File: config.mk
export PLATFORM = sky130hd
export DESIGN_NAME = temporal_mxu_gen
export DESIGN_NICKNAME = d
export VERILOG_FILES = /design/src/rtl/temporal_mxu_pkg.sv /design/src/rtl/unary_mac_node.sv /design/src/rtl/temporal_mxu_gen.sv
export SDC_FILE = /design/constraint.sdc
export NUM_CORES = 1
export LEC_CHECK = 0
export CORE_MARGIN = 3
export CORE_UTILIZATION = 60
export DETAILED_ROUTE_END_ITERATION = 16
export PLACE_DENSITY = 0.89
export SLEW_MARGIN = 20
export SYNTH_ARGS = -nofsm -noshare
export SYNTH_HDL_FRONTEND = slang
export SYNTH_HIERARCHICAL = 1
export SYNTH_SLANG_ARGS = --single-unit
File: constraint.sdc
create_clock -name clk -period 12.15 [get_ports clk]
set_input_delay 2.43 -clock clk [delete_from_list [all_inputs] [get_ports clk]]
set_output_delay 2.43 -clock clk [all_outputs]
set_load 0.01 [all_outputs]
File: src/rtl/temporal_mxu_pkg.sv
// temporal_mxu_pkg: shared FSM state type and unary-digit helpers for the temporal matrix unit
package temporal_mxu_pkg;
  typedef enum logic [1:0] {IDLE, RUN, DONE} state_t;
  function automatic logic [31:0] abs_mag(input logic signed [31:0] v);
    return v[31] ? -v : v;
  endfunction
  function automatic logic [31:0] unary_digit(input logic [31:0] mag, input logic [31:0] c, input logic [31:0] step);
    return mag <= c ? 32'd0 : (mag - c > step ? step : mag - c);
  endfunction
endpackage

File: src/rtl/unary_mac_node.sv
// unary_mac_node: one output accumulator fed by a unary digit of A and a binary element of B
module unary_mac_node #(
  parameter int BIT_WIDTH = 4,
  parameter int STEP_LOG2 = 1,
  parameter int ACC_WIDTH = 10
) (
  input  logic                 clk,
  input  logic                 reset,
  input  logic                 clear_i,
  input  logic                 en_i,
  input  logic [STEP_LOG2:0]   d_i,
  input  logic                 neg_i,
  input  logic [BIT_WIDTH-1:0] b_i,
  output logic [ACC_WIDTH-1:0] acc_o
);
  logic [ACC_WIDTH-1:0] acc_q, acc_d, prod;
  always_comb begin
    prod = {{(ACC_WIDTH-BIT_WIDTH){b_i[BIT_WIDTH-1]}}, b_i} * {{(ACC_WIDTH-STEP_LOG2-1){1'b0}}, d_i};
    acc_d = clear_i ? '0 : !en_i ? acc_q : neg_i ? acc_q - prod : acc_q + prod;
  end
  always_ff @(posedge clk) acc_q <= reset ? '0 : acc_d;
  assign acc_o = acc_q;
endmodule

File: src/rtl/temporal_mxu_gen.sv
// temporal_mxu_gen: signed OUT = A x B with A streamed as early-terminating unary digits per K column
module temporal_mxu_gen
  import temporal_mxu_pkg::*;
#(
  parameter int DIM_M = 4,
  parameter int DIM_K = 4,
  parameter int DIM_N = 4,
  parameter int BIT_WIDTH = 4,
  parameter int STEP_LOG2 = 1,
  parameter int ACC_WIDTH = 2*BIT_WIDTH + $clog2(DIM_K)
) (
  input  logic clk,
  input  logic reset,
  input  logic start,
  input  logic [DIM_M-1:0][DIM_K-1:0][BIT_WIDTH-1:0] A,
  input  logic [DIM_K-1:0][DIM_N-1:0][BIT_WIDTH-1:0] B,
  output logic busy,
  output logic out_valid,
  output logic [DIM_M-1:0][DIM_N-1:0][ACC_WIDTH-1:0] out,
  output logic [$clog2(DIM_K*(2**BIT_WIDTH)+1)-1:0] cycles
);
  localparam int STEP = 1 << STEP_LOG2;
  localparam int KW = DIM_K > 1 ? $clog2(DIM_K) : 1;
  localparam int CTW = BIT_WIDTH + 1;
  localparam int CW = $clog2(DIM_K*(2**BIT_WIDTH)+1);
  state_t state_q, state_d;
  logic [DIM_M-1:0][DIM_K-1:0][BIT_WIDTH-1:0] a_q, a_d;
  logic [DIM_K-1:0][DIM_N-1:0][BIT_WIDTH-1:0] b_q, b_d;
  logic [KW-1:0] k_q, k_d;
  logic [CTW-1:0] c_q, c_d;
  logic [CW-1:0] cycles_q, cycles_d;
  logic [DIM_M-1:0][BIT_WIDTH-1:0] mag;
  logic [DIM_M-1:0][STEP_LOG2:0] d;
  logic [DIM_M-1:0] neg;
  logic phase_end, last, accept, run;
  // Per-row digit and the all-rows-consumed reduction that ends a phase early
  always_comb begin
    phase_end = 1'b1;
    for (int m = 0; m < DIM_M; m++) begin
      mag[m] = BIT_WIDTH'(abs_mag(32'($signed(a_q[m][k_q]))));
      d[m] = (STEP_LOG2+1)'(unary_digit(32'(mag[m]), 32'(c_q), 32'(STEP)));
      neg[m] = a_q[m][k_q][BIT_WIDTH-1];
      if (32'(mag[m]) > 32'(c_q) + 32'(STEP)) phase_end = 1'b0;
    end
  end
  always_comb begin
    run = state_q == RUN;
    accept = start && !run;
    last = phase_end && k_q == KW'(DIM_K-1);
    state_d = run ? (last ? DONE : RUN) : (start ? RUN : IDLE);
    a_d = accept ? A : a_q;
    b_d = accept ? B : b_q;
    k_d = (!run || last) ? '0 : phase_end ? k_q + 1'b1 : k_q;
    c_d = (run && !phase_end) ? c_q + CTW'(STEP) : '0;
    cycles_d = accept ? '0 : run ? cycles_q + 1'b1 : cycles_q;
  end
  always_ff @(posedge clk) begin
    if (reset) begin
      state_q <= IDLE;
      a_q <= '0;
      b_q <= '0;
      k_q <= '0;
      c_q <= '0;
      cycles_q <= '0;
    end else begin
      state_q <= state_d;
      a_q <= a_d;
      b_q <= b_d;
      k_q <= k_d;
      c_q <= c_d;
      cycles_q <= cycles_d;
    end
  end
  always_comb begin
    busy = state_q == RUN;
    out_valid = state_q == DONE;
    cycles = cycles_q;
  end
  for (genvar m = 0; m < DIM_M; m++) begin : g_row
    for (genvar n = 0; n < DIM_N; n++) begin : g_col
      unary_mac_node #(.BIT_WIDTH(BIT_WIDTH), .STEP_LOG2(STEP_LOG2), .ACC_WIDTH(ACC_WIDTH)) u_node (
        .clk(clk),
        .reset(reset),
        .clear_i(accept),
        .en_i(run),
        .d_i(d[m]),
        .neg_i(neg[m]),
        .b_i(b_q[k_q][n]),
        .acc_o(out[m][n])
      );
    end
  end
endmodule
==> qor.yml <==
die:
  die_area_sq_um: 44700
  fp-row-count: 74
  ios: 300
  core_sq_um: 41300
  fp.dieW_um: 212
  initial_core_util: 0.614
  die_h_um: 212
synth:
  yosys.area.top_type_share: 0.239
  synth_top_area_cell: "dfxtp_1"
  synth_common_cells: "nand2_1, a21oi_1, ha_1"
  ys.warnings.count: 6
  seq_area_frac_synth: 0.239
  synth-seq-cells: 303
  syn-cell-area_sq_um: 25300
  syn_area_per_cell_sq_um: 8.29
  syn_nets: 3532
  async_reset_ff_frac: 0
  yosys-top-cells-area: "dfxtp_1, ha_1, a21oi_1, nand2_1, mux2i_1"
  synth_cells: 3058
  synth_flop_cell: "dfxtp_1"
  synth_edf_count: 0
  post_synth_num_cell_types: 62
  synth.most_common_cell: "nand2_1"
drt:
  drt_pass1_iterations: 5
  vias: 23300
  viasPerCell: 6.02
  final_antenna_net_count: 0
  wire_per_inst_um: 18.0
  drt-initial-drc-count: 1501
  drcViolationCount: 0
  wirelength_um: 69800
clock_tree:
  clk_pin_slew_ns: 0.07
  post-cts-setup-buffer-count: 0
  numClockSinks: 303
  clk_path_buf_depth: 3
  clkLatencyLatePin_ns: 0.56
  cts_tree: "done"
  cts_hold_buf: 0
  htree_num_levels: 2
  root_buffer: "clkbuf_16"
  cts_resized: 0
  cts_buffers: 37
timing:
  rsz0062_at_grt: "false"
  maxSlewHeadroom: 0.337
  fmax_ghz: 0.118
  worst_slew_pin_slew_ns: 0.994
  layout_setup_ws_ns: 3.64
  fin_skew_ns: 0.0142
  drv_slew: 0
  hold_violations: 0
  finalSetupViolations: 0
  tns_ns: 0
  fin_crit_sh: 0.700
  period_minus_slack_ns: 8.51
setup_path:
  cp.required_ns: 12.64
  reg2reg_depth: 27
  critical_path_arrival_ns: 9.00
  worstReg2RegEnd: "g_row[0].g_col[3].u_node/acc_o[9]"
  worstSetupEndpointType: "register"
  r2r_setup_slack_ns: 3.64
  worstSetupPathType: "reg2reg"
  timing.rr.start: "k_q[1]"
  crit_fanout: 39
  cp-start-kind: "register"
final_layout:
  area_growth_pct: 18.7
  finalNonFillerCells: 3872
  fillers: 2973
  fin_area_sq_um: 30100
  fin_nets: 3784
  drive_above_1_share: 0.0614
hold_path:
  holdCritStartpoint: "b_q[37]"
  hold_class: "reg2reg"
  hold_depth: 2
  min_to: "b_q[37]"
global_routing:
  grt_pass1_vias: 23700
  antenna_found_initial: 1
  track_usage: 0.305
  grt_first_pass_wirelength_um: 113000
  overflow: 0
  grt_max_degree: 86
placement:
  hpwl_um: 52200
  placed_area_sq_um: 28800
  gp_congestion: 0.953
  port-buffer-count: 299
  dp.cells: 3803
  dp_slack_ns: 3.76
pwr:
  p_leak_uw: 0.0122
  vdd_drop_max_mv: 0.0960
  power_density_nw_per_um2: 138
  total_power_uw: 4160
outcome:
  status: "finished, final reports clean"
job:
  maxCapViolations: 0
-- cells by family after synthesis --
group,Yosys count,share of synthesized area
AOI/OAI and AO/OA,652,0.162
adders and majority gates,343,0.180
muxes,157,0.0779
and+or+nand+nor,1072,0.207
xor gates and xnor gates,230,0.0879
DFF,303,0.239
buffers and inverters,300,0.0458
other,1,0.000148
-- cells in the final DEF, fill, tap and decap left out, types with 35 or more instances in the layout --
cell             count
dfxtp_1            301
o21a_1              35
xnor2_1            133
nor2_1             211
nand2_1            400
ha_1               307
clkdlybuf4s50_1    298
mux2i_1            123
nand2b_1            53
and2_1             142
a21oi_1            325
xor2_1              81
nand3_1             35
or3_1               50
fa_1                36
inv_1              198
o21ai_0             82
clkbuf_16           39
a211oi_1            65
nor3_1              43
-- layout make-up --
class,instances,area (sq um),area share
Tap cell,532,666,0.0221
Timing Repair Buffer,313,3100,0.103
Inverter,200,761,0.0253
Multi-Input combinational cell,2455,18200,0.604
Clock buffer,55,1130,0.0374
Sequential cell,303,6070,0.202
Antenna cell,1,2.50,0.0000832
Clock inverter,13,193,0.00640
-- worst max-delay path: stages (launching register included) --
cell	delay, ns
dfxtp_2	0.92
mux4_2	1.04
nand2b_1	0.16
xnor2_1	0.34
inv_1	0.11
fa_1	0.43
mux2_2	0.28
nor3b_1	0.29
nor4b_2	0.62
buf_4	0.36
nand2_1	0.11
inv_1	0.10
ha_1	0.27
ha_1	0.31
a21oi_1	0.17
a21oi_1	0.06
or3_1	0.33
and2_1	0.20
a41oi_1	0.29
xor2_1	0.19
ha_1	0.29
nand2_1	0.11
o21ai_0	0.12
or4_1	0.42
o22a_1	0.22
and4_4	0.20
or3_1	0.35
a21oi_1	0.12
-- report_power, final --
group,total (uW),switching (uW),internal [uW]
registers,1170,80.9,1090
clock network,1200,464,732
logic,1800,929,867
total,4160,1470,2680
-- worst max-delay path by stage --
stage,startpoint,endpoint,cells after the start
after global routing,k_q[1],g_row[3].g_col[0].u_node/acc_o[9],28
after detailed placement,k_q[1],g_row[0].g_col[2].u_node/acc_o[9],24
after global placement,k_q[1],g_row[0].g_col[1].u_node/acc_o[9],24
after floorplan,k_q[0],g_row[0].g_col[0].u_node/acc_o[9],27
final,k_q[1],g_row[0].g_col[3].u_node/acc_o[9],27
after CTS,k_q[1],g_row[0].g_col[2].u_node/acc_o[9],24
-- stage by stage --
step | hold WS (ns) | utilization
5_1_grt | 0.468 | 0.729
6_report | 0.450 | 0.729
4_1_cts | 0.453 | 0.729
3_5_place_dp | 0.445 | 0.697
2_1_floorplan | 0.433 | -
3_3_place_gp | 0.439 | 0.697
-- sequential cells by signal (all words and copies together) (netlist names) --
name,count
a_q,64
b_q,64
c_q,4
cycles,7
g_row.g_col.u_node/acc_o,160
k_q,2
state_q,2
-- per-layer routing --
layer  part of all wire  global-route usage  vias up
li1                   -                   -    11200
met1               0.41               0.369    11000
met2               0.47               0.521      868
met3              0.064              0.0458      226
met4              0.054               0.173        0
met5                  0                   0        -
No activity file was read; power rests on OpenSTA's default activity.
